`src/rtl/uart_pkg.sv`:
```
// Shared types and helpers for the configurable UART receiver.
package uart_pkg;

   localparam int unsigned D_W_MIN     = 5;
   localparam int unsigned CFG_DBITS_W = 4;

   typedef enum logic [1:0] {
      PAR_NONE = 2'b00,
      PAR_EVEN = 2'b01,
      PAR_ODD  = 2'b10
   } parity_e;

   typedef enum logic [2:0] {
      ST_IDLE,
      ST_START,
      ST_DATA,
      ST_PARITY,
      ST_STOP,
      ST_BRKWAIT
   } rx_state_e;

   typedef struct packed {
      logic [CFG_DBITS_W-1:0] dbits;
      parity_e                parity;
      logic                   stop2;
   } uart_rx_cfg_t;

   // Out-of-range data-bit requests saturate to the supported window.
   function automatic logic [CFG_DBITS_W-1:0] clamp_dbits(
      input logic [CFG_DBITS_W-1:0] req,
      input logic [CFG_DBITS_W-1:0] max_bits
   );
      if (req < CFG_DBITS_W'(D_W_MIN)) begin
         return CFG_DBITS_W'(D_W_MIN);
      end
      if (req > max_bits) begin
         return max_bits;
      end
      return req;
   endfunction

   // Encoding 2'b11 is a second spelling of "no parity".
   function automatic parity_e decode_parity(input logic [1:0] raw);
      case (raw)
         2'b01:   return PAR_EVEN;
         2'b10:   return PAR_ODD;
         default: return PAR_NONE;
      endcase
   endfunction

endpackage

```
`src/rtl/uart_bit_sampler.sv`:
```
// RX synchroniser, oversample tick counter and 3-sample majority vote.
module uart_bit_sampler #(
   parameter int unsigned B_TICK      = 16,
   parameter int unsigned SYNC_STAGES = 2
) (
   input  logic clk,
   input  logic rst,
   input  logic s_tick,
   input  logic rx,
   input  logic cnt_clr,
   output logic rx_sync,
   output logic bit_val,
   output logic bit_strobe,
   output logic bit_end
);

   localparam int unsigned CNT_W = $clog2(B_TICK);
   localparam int unsigned MID   = B_TICK / 2;

   logic [SYNC_STAGES-1:0] sync_q;
   logic [CNT_W-1:0]       cnt_q, cnt_d;
   logic [1:0]             smp_q;

   always_ff @(posedge clk) begin
      if (rst) begin
         sync_q <= '1;
         cnt_q  <= '0;
         smp_q  <= '1;
      end else begin
         sync_q <= {sync_q[SYNC_STAGES-2:0], rx};
         cnt_q  <= cnt_d;
         if (s_tick && (cnt_q == CNT_W'(MID - 1))) smp_q[0] <= rx_sync;
         if (s_tick && (cnt_q == CNT_W'(MID)))     smp_q[1] <= rx_sync;
      end
   end

   // Counter is held at zero while the receiver is idle so each frame starts aligned.
   always_comb begin
      cnt_d = cnt_q;
      if (cnt_clr) begin
         cnt_d = '0;
      end else if (s_tick) begin
         cnt_d = (cnt_q == CNT_W'(B_TICK - 1)) ? '0 : cnt_q + CNT_W'(1);
      end
   end

   assign rx_sync    = sync_q[SYNC_STAGES-1];
   assign bit_strobe = s_tick && (cnt_q == CNT_W'(MID + 1));
   assign bit_end    = s_tick && (cnt_q == CNT_W'(B_TICK - 1));
   // Third sample is the live value at MID+1, voted without an extra register.
   assign bit_val    = (smp_q[0] & smp_q[1]) | (smp_q[0] & rx_sync) | (smp_q[1] & rx_sync);

endmodule

```
`src/rtl/uart_rx_cfg.sv`:
```
// Runtime-configurable UART receiver with parity/frame/break/overrun status
// and a valid/ready holding register.
module uart_rx_cfg
   import uart_pkg::*;
#(
   parameter int unsigned D_W         = 9,
   parameter int unsigned B_TICK      = 16,
   parameter int unsigned SYNC_STAGES = 2
) (
   input  logic           clk,
   input  logic           rst,
   input  logic           s_tick,
   input  logic           rx,
   input  logic [3:0]     cfg_dbits,
   input  logic [1:0]     cfg_parity,
   input  logic           cfg_stop2,
   input  logic           rx_ready,
   output logic           rx_valid,
   output logic [D_W-1:0] rx_dout,
   output logic           err_parity,
   output logic           err_frame,
   output logic           brk_det,
   output logic           err_overrun,
   output logic           busy
);

   localparam int unsigned IDX_W = CFG_DBITS_W;

   logic rx_sync, bit_val, bit_strobe, bit_end;

   rx_state_e        state_q, state_d;
   uart_rx_cfg_t     cfg_q, cfg_d;
   logic [IDX_W-1:0] idx_q, idx_d;
   logic             stop_idx_q, stop_idx_d;
   logic [D_W-1:0]   shift_q, shift_d;
   logic             par_q, par_d;
   logic             perr_q, perr_d;
   logic             ferr_q, ferr_d;
   logic             brk_q, brk_d;
   logic             ferr_nxt, brk_nxt;
   logic             done_c, done_brk_c, done_ferr_c;

   logic             valid_q;
   logic [D_W-1:0]   dout_q;
   logic             err_parity_q, err_frame_q, brk_det_q, overrun_q, busy_q;
   logic             accept;

   uart_bit_sampler #(
      .B_TICK      (B_TICK),
      .SYNC_STAGES (SYNC_STAGES)
   ) u_sampler (
      .clk        (clk),
      .rst        (rst),
      .s_tick     (s_tick),
      .rx         (rx),
      .cnt_clr    (state_q == ST_IDLE),
      .rx_sync    (rx_sync),
      .bit_val    (bit_val),
      .bit_strobe (bit_strobe),
      .bit_end    (bit_end)
   );

   always_ff @(posedge clk) begin
      if (rst) begin
         state_q    <= ST_IDLE;
         cfg_q      <= '{dbits: 4'd8, parity: PAR_NONE, stop2: 1'b0};
         idx_q      <= '0;
         stop_idx_q <= 1'b0;
         shift_q    <= '0;
         par_q      <= 1'b0;
         perr_q     <= 1'b0;
         ferr_q     <= 1'b0;
         brk_q      <= 1'b0;
      end else begin
         state_q    <= state_d;
         cfg_q      <= cfg_d;
         idx_q      <= idx_d;
         stop_idx_q <= stop_idx_d;
         shift_q    <= shift_d;
         par_q      <= par_d;
         perr_q     <= perr_d;
         ferr_q     <= ferr_d;
         brk_q      <= brk_d;
      end
   end

   // Frame FSM; brk_q stays set only while every voted bit after the start bit is 0.
   always_comb begin
      state_d     = state_q;
      cfg_d       = cfg_q;
      idx_d       = idx_q;
      stop_idx_d  = stop_idx_q;
      shift_d     = shift_q;
      par_d       = par_q;
      perr_d      = perr_q;
      ferr_d      = ferr_q;
      brk_d       = brk_q;
      ferr_nxt    = ferr_q | ~bit_val;
      brk_nxt     = brk_q & ~bit_val;
      done_c      = 1'b0;
      done_brk_c  = 1'b0;
      done_ferr_c = ferr_q;

      case (state_q)
         ST_IDLE: begin
            if (!rx_sync) begin
               state_d    = ST_START;
               cfg_d      = '{dbits:  clamp_dbits(cfg_dbits, IDX_W'(D_W)),
                              parity: decode_parity(cfg_parity),
                              stop2:  cfg_stop2};
               idx_d      = '0;
               stop_idx_d = 1'b0;
               shift_d    = '0;
               par_d      = 1'b0;
               perr_d     = 1'b0;
               ferr_d     = 1'b0;
               brk_d      = 1'b1;
            end
         end
         ST_START: begin
            if (bit_strobe && bit_val) begin
               state_d = ST_IDLE;
            end else if (bit_end) begin
               state_d = ST_DATA;
            end
         end
         ST_DATA: begin
            if (bit_strobe) begin
               for (int i = 0; i < int'(D_W); i++) begin
                  if (idx_q == IDX_W'(i)) shift_d[i] = bit_val;
               end
               par_d = par_q ^ bit_val;
               brk_d = brk_nxt;
            end
            if (bit_end) begin
               if (idx_q == cfg_q.dbits - IDX_W'(1)) begin
                  state_d    = (cfg_q.parity == PAR_NONE) ? ST_STOP : ST_PARITY;
                  stop_idx_d = 1'b0;
               end else begin
                  idx_d = idx_q + IDX_W'(1);
               end
            end
         end
         ST_PARITY: begin
            if (bit_strobe) begin
               perr_d = bit_val != ((cfg_q.parity == PAR_ODD) ? ~par_q : par_q);
               brk_d  = brk_nxt;
            end
            if (bit_end) begin
               state_d = ST_STOP;
            end
         end
         ST_STOP: begin
            if (bit_strobe) begin
               if (stop_idx_q == cfg_q.stop2) begin
                  // Completing at mid-bit lets the next start edge be caught early.
                  done_c      = 1'b1;
                  done_brk_c  = brk_nxt;
                  done_ferr_c = ferr_nxt | brk_nxt;
                  state_d     = brk_nxt ? ST_BRKWAIT : ST_IDLE;
               end else begin
                  ferr_d = ferr_nxt;
                  brk_d  = brk_nxt;
               end
            end else if (bit_end) begin
               stop_idx_d = 1'b1;
            end
         end
         ST_BRKWAIT: begin
            if (rx_sync) begin
               state_d = ST_IDLE;
            end
         end
         default: begin
            state_d = ST_IDLE;
         end
      endcase
   end

   assign accept = valid_q & rx_ready;

   // Holding register: a completion in the accept cycle refills it; otherwise a full register drops the frame.
   always_ff @(posedge clk) begin
      if (rst) begin
         valid_q      <= 1'b0;
         dout_q       <= '0;
         err_parity_q <= 1'b0;
         err_frame_q  <= 1'b0;
         brk_det_q    <= 1'b0;
         overrun_q    <= 1'b0;
         busy_q       <= 1'b0;
      end else begin
         busy_q <= (state_d != ST_IDLE);
         if (done_c && (!valid_q || accept)) begin
            valid_q      <= 1'b1;
            dout_q       <= shift_q;
            err_parity_q <= perr_q;
            err_frame_q  <= done_ferr_c;
            brk_det_q    <= done_brk_c;
            overrun_q    <= 1'b0;
         end else if (done_c) begin
            overrun_q <= 1'b1;
         end else if (accept) begin
            valid_q   <= 1'b0;
            overrun_q <= 1'b0;
         end
      end
   end

   assign rx_valid    = valid_q;
   assign rx_dout     = dout_q;
   assign err_parity  = err_parity_q;
   assign err_frame   = err_frame_q;
   assign brk_det     = brk_det_q;
   assign err_overrun = overrun_q;
   assign busy        = busy_q;

endmodule

```
`config.mk`:
```
export PLATFORM = sky130hd
export DESIGN_NAME = uart_rx_cfg
export DESIGN_NICKNAME = d
export VERILOG_FILES = /design/src/rtl/uart_pkg.sv /design/src/rtl/uart_bit_sampler.sv /design/src/rtl/uart_rx_cfg.sv
export SDC_FILE = /design/constraint.sdc
export NUM_CORES = 1
export LEC_CHECK = 0
export CORE_MARGIN = 2
export CORE_UTILIZATION = 55
export CTS_BUF_LIST = sky130_fd_sc_hd__clkbuf_8
export CTS_CLUSTER_SIZE = 14
export DETAILED_ROUTE_END_ITERATION = 7
export PLACE_DENSITY = 0.81
export SETUP_SLACK_MARGIN = 0.15
export SLEW_MARGIN = 20
export SYNTH_ARGS = -nofsm -noshare
export SYNTH_HDL_FRONTEND = slang
export SYNTH_SLANG_ARGS = --single-unit
```
`constraint.sdc`:
```
create_clock -name clk -period 4.1 [get_ports clk]
set_clock_uncertainty 0.05 [all_clocks]
set_input_delay 0.82 -clock clk [delete_from_list [all_inputs] [get_ports clk]]
set_output_delay 0.82 -clock clk [all_outputs]
set_load 0.005 [all_outputs]
```
After elaboration in Yosys (flattened, before gate mapping). Index checks and enable logic that the tools add are counted. Widths: inputs -> output; s select.

Register bits: 51. Bits in latches: 0. RAM bits: 0. ROM bits: 0. Bits of input ports: 12. Output and inout port bits: 15. Memories: 0.

$add $sub $neg: 3. Multipliers: 0. Divide/modulo/power cells: 0. $lt $le $gt $ge: 2. Equality and inequality tests: 44. Shift operators: 0. Muxes and demuxes: 73. Bitwise gates (word level): 13. Reduce and logical (&&, ||, !) cells: 39.

Operators by type and width (count): $reduce_and 4->1 (11); $mux 1 (43); $ne 2x2->1 const B (19); $mux 3 (11); $mux 4 (8); $eq 4x3->1 const B (5); $mux 9 (2); $pmux 3 s6 (1); $pmux 9 s2 (1); $eq 4x4->1 const B (4); $reduce_bool 2->1 (5); $reduce_bool 3->1 (3); $add 4x1->4 const B (2); $eq 4x2->1 const B (2); $pmux 4 s2 (1); $eq 3x2->1 const B (2); $eq 3x3->1 const B (2); $logic_and 1x1->1 (6); $pmux 1 s2 (3); $pmux 1 s3 (2); $reduce_and 3->1 (2); $reduce_and 6->1 (1); $reduce_or 2->1 (3); $and 1x1->1 (5); other kinds (22) (30).

Longest topological paths before layout. Gate-level depths: netlist (run 1).

Depth after elaboration: 10. Gate-level depth with buffers: 8. Gate-level depth less buffers: 7.

By module. A second synthesis (run 1) with hierarchy kept.

Cell total of the unflattened synthesis: 289. Area total of the unflattened synthesis: 2524.9 sq um.

By module, submodules not included: uart_rx_cfg (times used 1, cells an instance 250, area each 2147.1 sq um, seq. area each 860.8 sq um); uart_bit_sampler (times used 1, cells an instance 39, area each 377.9 sq um, seq. area each 160.2 sq um).

Worst setup path after synthesis (run 1). No wires, ideal clock.

Kind: in2reg. Start: in s_tick. End: reg busy_q (netlist: busy). Library setup time: 0.120 ns. Arrival time: 1.957 ns. Path slack: 1.973 ns. Stages: 5. Path through: buf_2 -> nand4b_1 -> o311ai_0 -> o221ai_1 -> a211o_1.

Longest elaborated chain between the ends: 5.

RTL lines: start: declaration (line uart_rx_cfg.sv:12) `input logic s_tick,`; $logic_and 1x1->1 (on tied branches) (line uart_bit_sampler.sv:49, uart_bit_sampler.sv:48); $mux 3 / $logic_and 1x1->1 (equally long branches) (line uart_rx_cfg.sv:123, uart_rx_cfg.sv:121); $mux 3 (line uart_rx_cfg.sv:121) `if (bit_strobe && bit_val) begin`; $pmux 3 s6 * (line uart_rx_cfg.sv:104) `case (state_q)`; $reduce_bool 3->1 * (line uart_rx_cfg.sv:193) `busy_q <= (state_d != ST_IDLE);`; end signal: assignment (line uart_rx_cfg.sv:193); end: declaration (line uart_rx_cfg.sv:45) `logic err_parity_q, err_frame_q, brk_det_q, overrun_q, busy_q;`.

Mark *: on every way between the ends. The rest lies on a longest branch, timed or not. A chain may end at the register's enable or synchronous reset.

Worst setup path after layout (run 1).
Start: in s_tick. End: reg brk_det_q (netlist: brk_det).

Longest elaborated chain between the ends: 4.

RTL lines: $logic_and 1x1->1 * (line uart_bit_sampler.sv:48) `assign bit_strobe = s_tick && (cnt_q == CNT_W'(MID + 1));`; $mux 1 (line uart_rx_cfg.sv:154) `if (bit_strobe) begin`; $mux 1 (line uart_rx_cfg.sv:104); $logic_and 1x1->1 (line uart_rx_cfg.sv:194) `if (done_c && (!valid_q || accept)) begin`; end signal: assignment (line uart_rx_cfg.sv:199) `brk_det_q <= done_brk_c;`; end: declaration (line uart_rx_cfg.sv:45).

Marked as above.

==> insert_results.sql, run 1 <==
INSERT INTO impl_metrics (metric_group, metric, value, unit) VALUES
('outcome', 'outcome', 'complete, no violations', ''),
('finish', 'num-fill-cells', '392', ''),
('yosys', 'synth.cell_area', '2520', 'um2'),
('power', 'vdd_ir_drop_max', '0.215', 'mV'),
('clocking', 'htree_num_levels', '2', ''),
('finish', 'layout_common_cells', '51 x sky130_fd_sc_hd__dfxtp_1, 26 x sky130_fd_sc_hd__nor2_1, 26 x sky130_fd_sc_hd__clkdlybuf4s50_1', ''),
('sta', 'setup_repair_after_global_routing_missed_its_margin', 'false', ''),
('placed_design', 'routabilityCongestion', '0.871', ''),
('sta', 'max_slew_margin', '0.469', ''),
('yosys', 'synth_async_sr_flop_share', '0', ''),
('yosys', 'yosys_register_bits', '51', ''),
('clocking', 'post_cts_hold_buffer_count', '0', ''),
('clocking', 'tritoncts.num_buffers', '5', ''),
('sta', 'final.setup.tns', '0', 'ns'),
('routing', 'vias', '2072', ''),
('sta', 'transition_time_at_the_pin_with_the_least_slew_margin', '0.794', 'ns'),
('yosys', 'synth_top_flop_cell', 'sky130_fd_sc_hd__dfxtp_1', ''),
('die', 'std_cell_rows', '24', ''),
('clocking', 'later_pin_clock_latency_in_the_skew_report', '0.31', 'ns'),
('finish', 'fraction_of_final_layout_cells_sized_beyond_drive_strength_1', '0.0702', ''),
('die', 'io-pin-count', '27', ''),
('clocking', 'clk_pin_slew_worst_paths', '0.09', 'ns'),
('die', 'design.core.area', '4380', 'um2'),
('placed_design', 'post-dp-hpwl', '3620', 'um'),
('flow_run', 'max_cap_violations', '0', ''),
('finish', 'regArea', '1020', 'um2'),
('yosys', 'synthesis.area_per_instance', '8.99', 'um2'),
('finish', 'nNetsFinal', '319', ''),
('worst_setup_path', 'end_kind', 'register', ''),
('clocking', 'clock-sinks', '51', ''),
('worst_setup_path', 'worst_ep_arrival_time', '2.92', 'ns'),
('worst_hold_path', 'holdCritPathClass', 'reg -> reg', ''),
('sta', 'timing.final.setup_violations', '0', ''),
('yosys', 'synthesis.nets', '301', ''),
('clocking', 'number_of_buffers_inserted_to_repair_setup_after_cts', '0', ''),
('global_routing', 'gr-usage-all-layers', '0.222', ''),
('routing', 'drt_wl_total', '5210', 'um'),
('clocking', 'post_cts_resized', '0', ''),
('power', 'cellPowerDensity', '319', 'nW/um2'),
('placed_design', 'detailed_place.area', '2750', 'um2'),
('yosys', 'yosys_warnings', '0', ''),
('routing', 'drt_first_iter_violations', '107', ''),
('worst_setup_path', 'setup.worst_path.start_class', 'input pin', ''),
('placed_design', 'io_buffers', '26', ''),
('worst_setup_path', 'criticalPathCategory', 'in -> reg', ''),
('sta', 'timing.final.hold_violations', '0', ''),
('finish', 'mostFrequentLayoutCell', 'sky130_fd_sc_hd__dfxtp_1', ''),
('power', 'leakagePower', '1.08', 'nW'),
('die', 'die_width', '71.8', 'um'),
('routing', 'viasPerCell', '5.90', ''),
('routing', 'routed_wire_length_per_instance', '14.8', 'um'),
('power', 'power.total', '909', 'uW'),
('routing', 'drc', '0', ''),
('routing', 'number_of_optimization_iterations_in_the_first_detailed_route_pass', '5', ''),
('finish', 'area_growth_syn_to_layout', '12.9', '%'),
('yosys', 'synth_enable_flop_cells', '0', ''),
('clocking', 'cts_tree', 'yes', ''),
('global_routing', 'first_global_vias', '1916', ''),
('sta', 'share_of_the_cycle_needed_by_the_critical_path_after_routing', '0.664', ''),
('yosys', 'post_synthesis_cells', '281', ''),
('sta', 'fmax_achieved', '0.367', 'GHz'),
('global_routing', 'antenna_found_initial', '0', ''),
('finish', 'n_antenna_cell', '0', ''),
('die', 'die_area', '5150', 'um2'),
('clocking', 'cts.path.max_buffers', '2', ''),
('finish', 'total_area_of_multi_input_combinational_cells', '1360', 'um2'),
('worst_setup_path', 'critPathRequiredTime', '4.30', 'ns'),
('worst_setup_path', 'path_max_fanout', '14', ''),
('routing', 'ant_nets', '0', ''),
('global_routing', 'first_pass_grt_wire_length', '8920', 'um'),
('yosys', 'ys_types', '58', ''),
('finish', 'finalCoreUtilization', '0.650', ''),
('sta', 'maxSlewViolCount', '0', ''),
('global_routing', 'grt.overflow.total', '0', ''),
('global_routing', 'grt_max_degree', '30', ''),
('yosys', 'synth_sequential_area_ratio', '0.404', ''),
('sta', 'whs', '0.366', 'ns'),
('die', 'initial_utilization', '0.576', ''),
('die', 'die_y', '71.8', 'um'),
('sta', 'fin_crit', '2.72', 'ns'),
('finish', 'final_design_area_no_fill', '2850', 'um2'),
('clocking', 'cts.root.buffer_cell', 'sky130_fd_sc_hd__clkbuf_8', '');
==> cells in the mapped netlist, types with 2 or more instances <==
master | number | area [um2]
sky130_fd_sc_hd__buf_2 | 6 | 30.0
sky130_fd_sc_hd__nand4b_1 | 2 | 17.5
sky130_fd_sc_hd__nor2_1 | 26 | 97.6
sky130_fd_sc_hd__a31o_2 | 3 | 26.3
sky130_fd_sc_hd__nand3b_1 | 3 | 22.5
sky130_fd_sc_hd__dfxtp_1 | 51 | 1020
sky130_fd_sc_hd__mux2i_1 | 13 | 130
sky130_fd_sc_hd__nand3_1 | 22 | 110
sky130_fd_sc_hd__clkbuf_1 | 4 | 15.0
sky130_fd_sc_hd__a31oi_1 | 3 | 18.8
sky130_fd_sc_hd__nand2_1 | 21 | 78.8
sky130_fd_sc_hd__a211oi_1 | 2 | 15.0
sky130_fd_sc_hd__a21oi_1 | 15 | 75.1
sky130_fd_sc_hd__nand2b_1 | 3 | 18.8
sky130_fd_sc_hd__o21ai_0 | 13 | 65.1
sky130_fd_sc_hd__or2_2 | 3 | 18.8
sky130_fd_sc_hd__nor4_1 | 2 | 12.5
sky130_fd_sc_hd__nor2b_1 | 3 | 18.8
sky130_fd_sc_hd__o21a_1 | 4 | 30.0
sky130_fd_sc_hd__and4_1 | 2 | 17.5
sky130_fd_sc_hd__nand4_1 | 2 | 12.5
sky130_fd_sc_hd__buf_6 | 5 | 56.3
sky130_fd_sc_hd__xor2_1 | 3 | 26.3
sky130_fd_sc_hd__nor3_1 | 11 | 55.1
sky130_fd_sc_hd__inv_1 | 9 | 33.8
sky130_fd_sc_hd__and2_1 | 3 | 18.8
sky130_fd_sc_hd__or3_1 | 2 | 12.5
sky130_fd_sc_hd__a211o_1 | 2 | 17.5
sky130_fd_sc_hd__xnor2_1 | 7 | 61.3
sky130_fd_sc_hd__ha_1 | 8 | 100
==> worst paths after layout <==
| path | from | to | slack [ns] | cells past startpoint |
|---|---|---|---|---|
| max | s_tick | brk_det$_SDFFE_PP0P_ | 1.38 | 5 |
| min | u_sampler.sync_q[0]$_SDFF_PP1_ | u_sampler.sync_q[1]$_SDFF_PP1_ | 0.37 | 1 |
| max reg2reg | state_q[2]$_SDFF_PP0_ | brk_det$_SDFFE_PP0P_ | 1.68 | 4 |
| min reg2reg | u_sampler.sync_q[0]$_SDFF_PP1_ | u_sampler.sync_q[1]$_SDFF_PP1_ | 0.37 | 1 |
==> power breakdown <==
part	switching [mW]	internal, mW
clock network	0.166	0.177
registers	0.00734	0.501
logic	0.0306	0.0282
total	0.204	0.705
==> cell type report <==
class,instances,share of cell area
clock inverters,2,0.0118
multi-input cells,205,0.477
inverters,9,0.0118
well taps,52,0.0228
repair buffers,27,0.0939
flip-flops and latches,51,0.358
clock buffers,5,0.0241
==> cells by family (layout without fill, tap and decap cells) <==
group,after synthesis,in the layout,synth area share
xor+xnor,11,11,0.0441
mux,14,14,0.0560
buf+inv,25,43,0.0565
simple gates,114,114,0.244
flops,51,51,0.404
fa+ha+maj,9,9,0.0436
compound gates,57,57,0.151
==> flip-flops by register name (all words and copies together), names as in the netlist, 2 cells and up <==
name	flops
rx_dout	9
shift_q	9
u_sampler.sync_q	2
idx_q	4
state_q	3
cfg_q	7
u_sampler.smp_q	2
u_sampler.cnt_q	4
==> metrics by stage <==
| stage | std cells | setup slack (ns) |
|---|---|---|
| 3_3_place_gp | 344 | 1.15 |
| 4_1_cts | 351 | 1.39 |
| 5_1_grt | 351 | 1.21 |
| 6_report | 351 | 1.38 |
| 3_5_place_dp | 344 | 1.08 |
| 2_1_floorplan | 281 | 1.97 |
==> routing by layer <==
| layer | GRT usage | vias to the layer above | part of all wire |
|---|---|---|---|
| met4 | 0.0818 | 0 | 0.019 |
| met2 | 0.376 | 68 | 0.48 |
| met5 | 0 | - | 0 |
| met3 | 0.0591 | 10 | 0.062 |
| met1 | 0.272 | 958 | 0.44 |
| li1 | - | 1036 | - |
==> worst max-delay path: stages <==
cell and delay, ns:
sky130_fd_sc_hd__clkdlybuf4s50_1 0.65, sky130_fd_sc_hd__and4b_1 0.39, sky130_fd_sc_hd__nand4b_2 0.52, sky130_fd_sc_hd__o31a_1 0.46
sky130_fd_sc_hd__nor2_1 0.08
Note: power is estimated with default switching activity, not from simulation.
==> run 2: changes to the inputs <==
==> constraint.sdc (replaced) <==
create_clock -name clk -period 2.7 [get_ports clk]
set_clock_uncertainty 0.05 [all_clocks]
set_input_delay 0.54 -clock clk [delete_from_list [all_inputs] [get_ports clk]]
set_output_delay 0.54 -clock clk [all_outputs]
set_load 0.005 [all_outputs]
==> insert_results.sql, run 2 (synthesized netlist as in run 1, its figures left out) <==
INSERT INTO impl_metrics (metric_group, metric, value, unit) VALUES
('clocking', 'cts.path.max_buffers', '2', ''),
('sta', 'final.setup.tns', '0', 'ns'),
('placed_design', 'post-dp-hpwl', '3750', 'um'),
('finish', 'num-fill-cells', '384', ''),
('clocking', 'post_cts_hold_buffer_count', '0', ''),
('placed_design', 'post-place-ws', '0.331', 'ns'),
('global_routing', 'antenna_found_initial', '0', ''),
('routing', 'viasPerCell', '5.84', ''),
('routing', 'drt_first_iter_violations', '104', ''),
('clocking', 'clk_pin_slew_worst_paths', '0.09', 'ns'),
('finish', 'fraction_of_final_layout_cells_sized_beyond_drive_strength_1', '0.0915', ''),
('global_routing', 'grt_max_degree', '18', ''),
('sta', 'max_slew_margin', '0.571', ''),
('worst_setup_path', 'setup.worst_path.start_class', 'register', ''),
('flow_run', 'max_cap_violations', '0', ''),
('placed_design', 'io_buffers', '26', ''),
('finish', 'layout_common_cells', '51 x sky130_fd_sc_hd__dfxtp_1, 26 x sky130_fd_sc_hd__nor2_1, 26 x sky130_fd_sc_hd__clkdlybuf4s50_1', ''),
('finish', 'mostFrequentLayoutCell', 'sky130_fd_sc_hd__dfxtp_1', ''),
('finish', 'area_growth_syn_to_layout', '14.0', '%'),
('routing', 'vias', '2091', ''),
('clocking', 'post_cts_resized', '0', ''),
('die', 'design.core.area', '4380', 'um2'),
('worst_setup_path', 'end_kind', 'register', ''),
('global_routing', 'first_global_vias', '1992', ''),
('worst_setup_path', 'worst_reg2reg_path_length_in_cells', '5', ''),
('sta', 'setup_repair_after_global_routing_missed_its_margin', 'false', ''),
('routing', 'route.met3.wl', '239', 'um'),
('die', 'initial_utilization', '0.576', ''),
('die', 'die_width', '71.8', 'um'),
('sta', 'timing.final.setup_violations', '0', ''),
('outcome', 'outcome', 'complete, no violations', ''),
('routing', 'drt_wl_total', '4990', 'um'),
('routing', 'number_of_optimization_iterations_in_the_first_detailed_route_pass', '4', ''),
('clocking', 'later_pin_clock_latency_in_the_skew_report', '0.31', 'ns'),
('die', 'die_area', '5150', 'um2'),
('worst_hold_path', 'whs_path_depth', '1', ''),
('routing', 'drc', '0', ''),
('sta', 'fin_crit', '2.08', 'ns'),
('global_routing', 'first_pass_grt_wire_length', '8850', 'um'),
('routing', 'detailroute.wirelength.met2', '2490', 'um'),
('die', 'die_y', '71.8', 'um'),
('sta', 'share_of_the_cycle_needed_by_the_critical_path_after_routing', '0.769', ''),
('worst_setup_path', 'path_max_fanout', '16', ''),
('sta', 'finalWorstSetupSlack', '0.625', 'ns'),
('worst_hold_path', 'holdCritPathClass', 'reg -> reg', ''),
('power', 'leakagePower', '1.10', 'nW'),
('sta', 'maxSlewViolCount', '0', ''),
('power', 'cellPowerDensity', '448', 'nW/um2'),
('worst_setup_path', 'critPathRequiredTime', '2.86', 'ns'),
('routing', 'top_layer', 'met4', ''),
('routing', 'ant_nets', '0', ''),
('finish', 'n_antenna_cell', '0', ''),
('die', 'io-pin-count', '27', ''),
('worst_setup_path', 'worst_ep_arrival_time', '2.24', 'ns'),
('clocking', 'clock-sinks', '51', ''),
('sta', 'fmax_achieved', '0.482', 'GHz'),
('sta', 'timing.final.hold_violations', '0', ''),
('power', 'vdd_ir_drop_max', '0.299', 'mV'),
('global_routing', 'gr-usage-all-layers', '0.216', ''),
('placed_design', 'routabilityCongestion', '0.837', ''),
('power', 'power.total', '1.29', 'mW'),
('clocking', 'number_of_buffers_inserted_to_repair_setup_after_cts', '0', ''),
('sta', 'transition_time_at_the_pin_with_the_least_slew_margin', '0.637', 'ns'),
('clocking', 'cts_tree', 'yes', ''),
('clocking', 'tritoncts.num_buffers', '5', ''),
('finish', 'nNetsFinal', '325', ''),
('worst_setup_path', 'criticalPathCategory', 'reg -> reg', ''),
('die', 'std_cell_rows', '24', ''),
('routing', 'routedLengthMet1', '2200', 'um'),
('global_routing', 'grt.overflow.total', '0', ''),
('routing', 'routed_wire_length_per_instance', '13.9', 'um'),
('clocking', 'htree_num_levels', '2', ''),
('clocking', 'cts.root.buffer_cell', 'sky130_fd_sc_hd__clkbuf_8', '');
==> run 2: where the power goes <==
group	switching [mW]	internal (mW)
Sequential	0.0103	0.760
Clock	0.248	0.178
Combinational	0.0469	0.0460
==> run 2: per-stage QoR <==
stage	area, um2	hold slack, ns	std cells	utilization
final	2880	0.369	358	0.657
after global routing	2880	0.380	358	0.657
after CTS	2880	0.376	358	0.657
after detailed placement	2790	0.353	350	0.637
after global placement	2790	0.343	350	0.637
after floorplan	2520	0.339	281	-
==> run 2: worst max-delay path, cell delays in order, from the launching register on <==
cell and delay, ns:
sky130_fd_sc_hd__dfxtp_1 0.71, sky130_fd_sc_hd__or3b_1 0.41, sky130_fd_sc_hd__nand4b_2 0.31, sky130_fd_sc_hd__buf_4 0.27, sky130_fd_sc_hd__mux2i_1 0.17, sky130_fd_sc_hd__nor2_1 0.05
==> run 2: per-layer routing <==
metal  track usage  vias up
met5             0        -
met4        0.0629        0
met2         0.373       49
met1         0.268      991
li1              -     1044
met3        0.0478        7
==> run 2: final timing paths <==
check,from,endpoint,slack (ns)
worst max register to register,state_q[2]$_SDFF_PP0_,rx_dout[1]$_SDFFE_PP0P_,0.62
worst min-delay path,u_sampler.sync_q[0]$_SDFF_PP1_,u_sampler.sync_q[1]$_SDFF_PP1_,0.37
worst min register to register,u_sampler.sync_q[0]$_SDFF_PP1_,u_sampler.sync_q[1]$_SDFF_PP1_,0.37
worst max-delay path,state_q[2]$_SDFF_PP0_,rx_dout[1]$_SDFFE_PP0P_,0.62
==> run 2: layout make-up <==
type                       instances  area [um2]  area share
clock buffer                       5        68.8      0.0239
clock inverter                     3        16.3     0.00565
inverter                           9        33.8      0.0117
multi-input combinational        205        1360       0.473
sequential                        51        1020       0.355
tap                               52        65.1      0.0226
timing repair buffer              33         313       0.109
==> run 3: changes to the inputs <==
--- a/config.mk
+++ b/config.mk
@@ -6,7 +6,7 @@
 export NUM_CORES = 1
 export LEC_CHECK = 0
 export CORE_MARGIN = 2
-export CORE_UTILIZATION = 55
+export CORE_UTILIZATION = 53
 export CTS_BUF_LIST = sky130_fd_sc_hd__clkbuf_8
 export CTS_CLUSTER_SIZE = 14
 export DETAILED_ROUTE_END_ITERATION = 7
==> constraint.sdc (replaced) <==
create_clock -name clk -period 1.7 [get_ports clk]
set_clock_uncertainty 0.05 [all_clocks]
set_input_delay 0.34 -clock clk [delete_from_list [all_inputs] [get_ports clk]]
set_output_delay 0.34 -clock clk [all_outputs]
set_load 0.005 [all_outputs]
==> insert_results.sql, run 3 (synthesized netlist as in run 1, its figures left out) <==
INSERT INTO impl_metrics (metric_group, metric, value, unit) VALUES
('placed_design', 'io_buffers', '26', ''),
('global_routing', 'antenna_found_initial', '0', ''),
('placed_design', 'detailed_place.area', '3160', 'um2'),
('sta', 'maxSlewViolCount', '0', ''),
('sta', 'timing.final.hold_violations', '0', ''),
('die', 'die_area', '5330', 'um2'),
('die', 'design.core.area', '4660', 'um2'),
('global_routing', 'grt_max_degree', '20', ''),
('clocking', 'clock-sinks', '51', ''),
('finish', 'finalCoreUtilization', '0.836', ''),
('finish', 'nNetsFinal', '382', ''),
('sta', 'setup_repair_after_global_routing_missed_its_margin', 'true', ''),
('global_routing', 'grt.overflow.total', '0', ''),
('worst_setup_path', 'setup.worst_path.start_class', 'register', ''),
('finish', 'final_design_area_no_fill', '3900', 'um2'),
('routing', 'viasPerCell', '5.99', ''),
('routing', 'drt_wl_total', '7800', 'um'),
('finish', 'fraction_of_final_layout_cells_sized_beyond_drive_strength_1', '0.452', ''),
('finish', 'layout_common_cells', '47 x sky130_fd_sc_hd__buf_4, 31 x sky130_fd_sc_hd__dfxtp_1, 23 x sky130_fd_sc_hd__nor2_1', ''),
('routing', 'number_of_optimization_iterations_in_the_first_detailed_route_pass', '4', ''),
('clocking', 'cts.root.buffer_cell', 'sky130_fd_sc_hd__clkbuf_8', ''),
('global_routing', 'first_global_vias', '2407', ''),
('clocking', 'post_cts_hold_buffer_count', '0', ''),
('finish', 'area_growth_syn_to_layout', '54.4', '%'),
('outcome', 'outcome', 'finished with violations', ''),
('sta', 'final.setup.tns', '-1.24', 'ns'),
('global_routing', 'gr-usage-all-layers', '0.273', ''),
('clocking', 'cts_tree', 'yes', ''),
('sta', 'fmax_achieved', '0.548', 'GHz'),
('sta', 'transition_time_at_the_pin_with_the_least_slew_margin', '0.464', 'ns'),
('worst_setup_path', 'critPathRequiredTime', '1.85', 'ns'),
('die', 'die_width', '73.0', 'um'),
('sta', 'finalWorstSetupSlack', '-0.124', 'ns'),
('power', 'leakagePower', '1.67', 'nW'),
('clocking', 'htree_num_levels', '2', ''),
('worst_setup_path', 'path_max_fanout', '3', ''),
('worst_setup_path', 'criticalPathCategory', 'reg -> reg', ''),
('die', 'std_cell_rows', '25', ''),
('clocking', 'tritoncts.num_buffers', '5', ''),
('routing', 'drt_first_iter_violations', '257', ''),
('routing', 'ant_nets', '0', ''),
('routing', 'drc', '0', ''),
('worst_setup_path', 'end_kind', 'register', ''),
('power', 'power.total', '2.46', 'mW'),
('die', 'initial_utilization', '0.542', ''),
('finish', 'n_antenna_cell', '0', ''),
('global_routing', 'first_pass_grt_wire_length', '11200', 'um'),
('worst_setup_path', 'worst_ep_arrival_time', '1.98', 'ns'),
('routing', 'vias', '2496', ''),
('outcome', 'failed_checks', 'negative setup slack', ''),
('power', 'vdd_ir_drop_max', '0.619', 'mV'),
('routing', 'routed_wire_length_per_instance', '18.7', 'um'),
('flow_run', 'max_cap_violations', '0', ''),
('sta', 'timing.final.setup_violations', '21', ''),
('die', 'die_y', '73.0', 'um'),
('sta', 'max_slew_margin', '0.689', ''),
('die', 'io-pin-count', '27', ''),
('clocking', 'cts.path.max_buffers', '2', ''),
('finish', 'mostFrequentLayoutCell', 'sky130_fd_sc_hd__buf_4', ''),
('clocking', 'later_pin_clock_latency_in_the_skew_report', '0.31', 'ns'),
('clocking', 'clk_pin_slew_worst_paths', '0.10', 'ns'),
('placed_design', 'routabilityCongestion', '0.863', ''),
('sta', 'share_of_the_cycle_needed_by_the_critical_path_after_routing', '1.07', ''),
('sta', 'fin_crit', '1.82', 'ns'),
('worst_hold_path', 'holdCritPathClass', 'reg -> reg', ''),
('placed_design', 'post-dp-hpwl', '4230', 'um'),
('power', 'cellPowerDensity', '631', 'nW/um2');
==> run 3: changes by cell type in the layout (fill, tap and decap cells not counted), moves of 5 or more <==
cell	before	now
sky130_fd_sc_hd__o21ai_0	13	5
sky130_fd_sc_hd__dfxtp_2	0	19
sky130_fd_sc_hd__buf_4	7	47
sky130_fd_sc_hd__nand3_4	0	7
sky130_fd_sc_hd__dlymetal6s2s_1	0	9
sky130_fd_sc_hd__dfxtp_1	51	31
sky130_fd_sc_hd__nand3_1	22	4
sky130_fd_sc_hd__ha_1	8	3
sky130_fd_sc_hd__nand3_2	0	11
sky130_fd_sc_hd__clkdlybuf4s50_1	26	16
sky130_fd_sc_hd__buf_6	0	14
==> run 3: layer usage <==
| layer | GRT usage | part of all wire |
|---|---|---|
| met2 | 0.499 | 0.53 |
| met5 | 0 | 0 |
| met4 | 0.152 | 0.043 |
| met3 | 0.0442 | 0.037 |
| met1 | 0.294 | 0.39 |
==> run 3: critical path, cell delays in order, from the launching register on <==
cell	delay [ns]
sky130_fd_sc_hd__dfxtp_2	0.35
sky130_fd_sc_hd__inv_2	0.04
sky130_fd_sc_hd__ha_4	0.23
sky130_fd_sc_hd__xnor2_2	0.19
sky130_fd_sc_hd__nor3_4	0.09
sky130_fd_sc_hd__buf_4	0.15
sky130_fd_sc_hd__and4_1	0.17
sky130_fd_sc_hd__o21a_1	0.18
sky130_fd_sc_hd__a211o_1	0.26
==> run 3: path summary, 6_finish.rpt <==
path	slack, ns	end	cells after the start	startpoint
worst max-delay path	-0.12	busy$_SDFF_PP0_	8	cfg_q[4]$_SDFFE_PP0P_
worst min-delay path	0.37	u_sampler.sync_q[1]$_SDFF_PP1_	1	u_sampler.sync_q[0]$_SDFF_PP1_
worst min register to register	0.37	u_sampler.sync_q[1]$_SDFF_PP1_	1	u_sampler.sync_q[0]$_SDFF_PP1_
worst max register to register	-0.12	busy$_SDFF_PP0_	8	cfg_q[4]$_SDFFE_PP0P_
==> run 3: what timing repair did <==
action,in CTS,in global routing
pin swaps,18,29
endpoints found under the hold margin,0,0
endpoints found under the setup margin,44,53
cloned,1,0
gates resized for setup,55,64
buffers inserted,14,4
==> run 3: metrics by stage <==
step	worst slack, ns	std cells	hold slack (ns)
after CTS	-0.147	413	0.370
after detailed placement	-0.408	390	0.347
after global routing	-0.206	417	0.394
after global placement	-0.369	390	0.348
after floorplan	-0.0235	281	0.339
final	-0.124	417	0.375
==> run 3: where the power goes <==
part	switching [mW]	internal [mW]	leakage (nW)
Clock	0.428	0.587	0.0644
Combinational	0.116	0.112	1.19
Sequential	0.0115	1.21	0.422
Total	0.555	1.91	1.67
==> run 3: area by class of cell <==
cell class / count / area, um2
Fill cell: 238 / 763
Inverter: 9 / 33.8
Sequential cell: 51 / 1050
Clock inverter: 3 / 67.6
Timing Repair Buffer: 90 / 860
Tap cell: 54 / 67.6
Multi-Input combinational cell: 205 / 1750
Clock buffer: 5 / 68.8
==> RTL edit, RTL diff (flow settings as in run 3) <==
`SYNC_STAGES` is set to 2 in 2 places; all go to 4.
--- a/src/rtl/uart_bit_sampler.sv
+++ b/src/rtl/uart_bit_sampler.sv
@@ -3,3 +3,3 @@
    parameter int unsigned B_TICK      = 16,
-   parameter int unsigned SYNC_STAGES = 2
+   parameter int unsigned SYNC_STAGES = 4
 ) (
--- a/src/rtl/uart_rx_cfg.sv
+++ b/src/rtl/uart_rx_cfg.sv
@@ -7,3 +7,3 @@
    parameter int unsigned B_TICK      = 16,
-   parameter int unsigned SYNC_STAGES = 2
+   parameter int unsigned SYNC_STAGES = 4
 ) (
Function: changed (a bounded check fails within 4 cycles, from zero or initial values and one cycle with rst high).
==> RTL edit against run 3 <==
The run still ends with setup timing left. Hold slack got worse by 7.9 ps. Maximum frequency shrank 7.9%. Worst setup slack got worse by 160 ps. Routed wire length increased by 5.8%. Global-route usage fell by 1.2 points. Area after synthesis rose by 1.1%. Sequential cell count grew 2. Final area is 1.6% higher. Total power decreased by 7.8%. Largest power group unchanged. Highest routed layer unchanged.
==> RTL edit: results <==
[run_status]
status = finished, violations left
violations = setup timing

[setup_path]
cp_max_fo = 7
critPathTopFamily = simple AND/OR/NAND/NOR gates
cpPeakStageDelay_ps = 370

[yosys]
synth_common_cells = dfxtp_1 (53), nor2_1 (26), nand3_1 (23), nand2_1 (19), a21oi_1 (17)
ys_seq_area_share_pct = 41.5
syn_nets = 303
ys_types = 56
avgSynthCellArea_sq_um = 9.02
synth_area_leaders = dfxtp_1 (42%), mux2i_1 (5.1%), nand3_1 (4.5%), ha_1 (3.9%), nor2_1 (3.8%)

[timing]
tns_ps = -3050
setup_viol = 27
timing.final.ws_setup_ps = -281

[power]
p_leak_nw = 1.74
p_sw_share_pct = 26.2

[cells_and_area]
fin_nets = 397
fillers = 243

[place]
gp_congestion = 0.956
dp_hpwl_mm = 4.51
post-place-cells = 408

[global_route]
grt_usage_pct = 26.1
met3_usage_pct = 4.53
met2_usage_pct = 43.2
grt_pass1_vias = 2300
met1_usage_pct = 33.8

[drt]
first_iter_violations = 249
met1_length_mm = 3.26
met3WireLength_microns = 512

[hold_path]
hp-start = u_sampler.sync_q[1]
RTL edit: cells by family (layout without fill, tap and decap cells):
family | count (synthesis) | in the layout | synth area share (%)
AOI/OAI and AO/OA | 54 | 54 | 14.3
xor gates and xnor gates | 11 | 11 | 4.36
adders and majority gates | 9 | 9 | 4.31
buffers and inverters | 27 | 122 | 5.49
DFF | 53 | 53 | 41.5
muxes | 14 | 14 | 5.54
and+or+nand+nor | 115 | 115 | 24.5
RTL edit: repair_timing:
item,4_1_cts,5_1_grt
gates resized for setup,60,55
buffers inserted,9,6
hold buffers,0,0
cloned,1,0
pin swaps,23,17
endpoints found under the setup margin,47,52
RTL edit: metrics by stage:
| step | hold slack (ps) | util, % | setup WS [ps] | instance area, sq um |
|---|---|---|---|---|
| 4_1_cts | 370 | 78.5 | -208 | 3680 |
| 2_1_floorplan | 339 | - | -173 | 2630 |
| 5_1_grt | 385 | 84.4 | -352 | 3960 |
| 3_5_place_dp | 347 | 70.4 | -461 | 3300 |
| 6_report | 367 | 84.4 | -281 | 3960 |
| 3_3_place_gp | 343 | 70.4 | -414 | 3300 |
RTL edit: final cells by class:
| cell class | count | share of cell area [%] |
|---|---|---|
| clock inverter | 3 | 0.632 |
| inverter | 12 | 1.30 |
| sequential | 53 | 27.7 |
| multi-input combinational | 203 | 43.9 |
| clock buffer | 5 | 1.74 |
| timing repair buffer | 102 | 23.1 |
| tap | 54 | 1.71 |
RTL edit: power by group through the flow:
stage	Clock, mW	Combinational, mW	Sequential, mW
2_1_floorplan	0	0.104	1.29
3_3_place_gp	0	0.201	1.29
3_5_place_dp	0	0.204	1.29
4_1_cts	0.752	0.225	1.26
5_1_grt	0.806	0.271	1.26
6_report	0.749	0.256	1.26
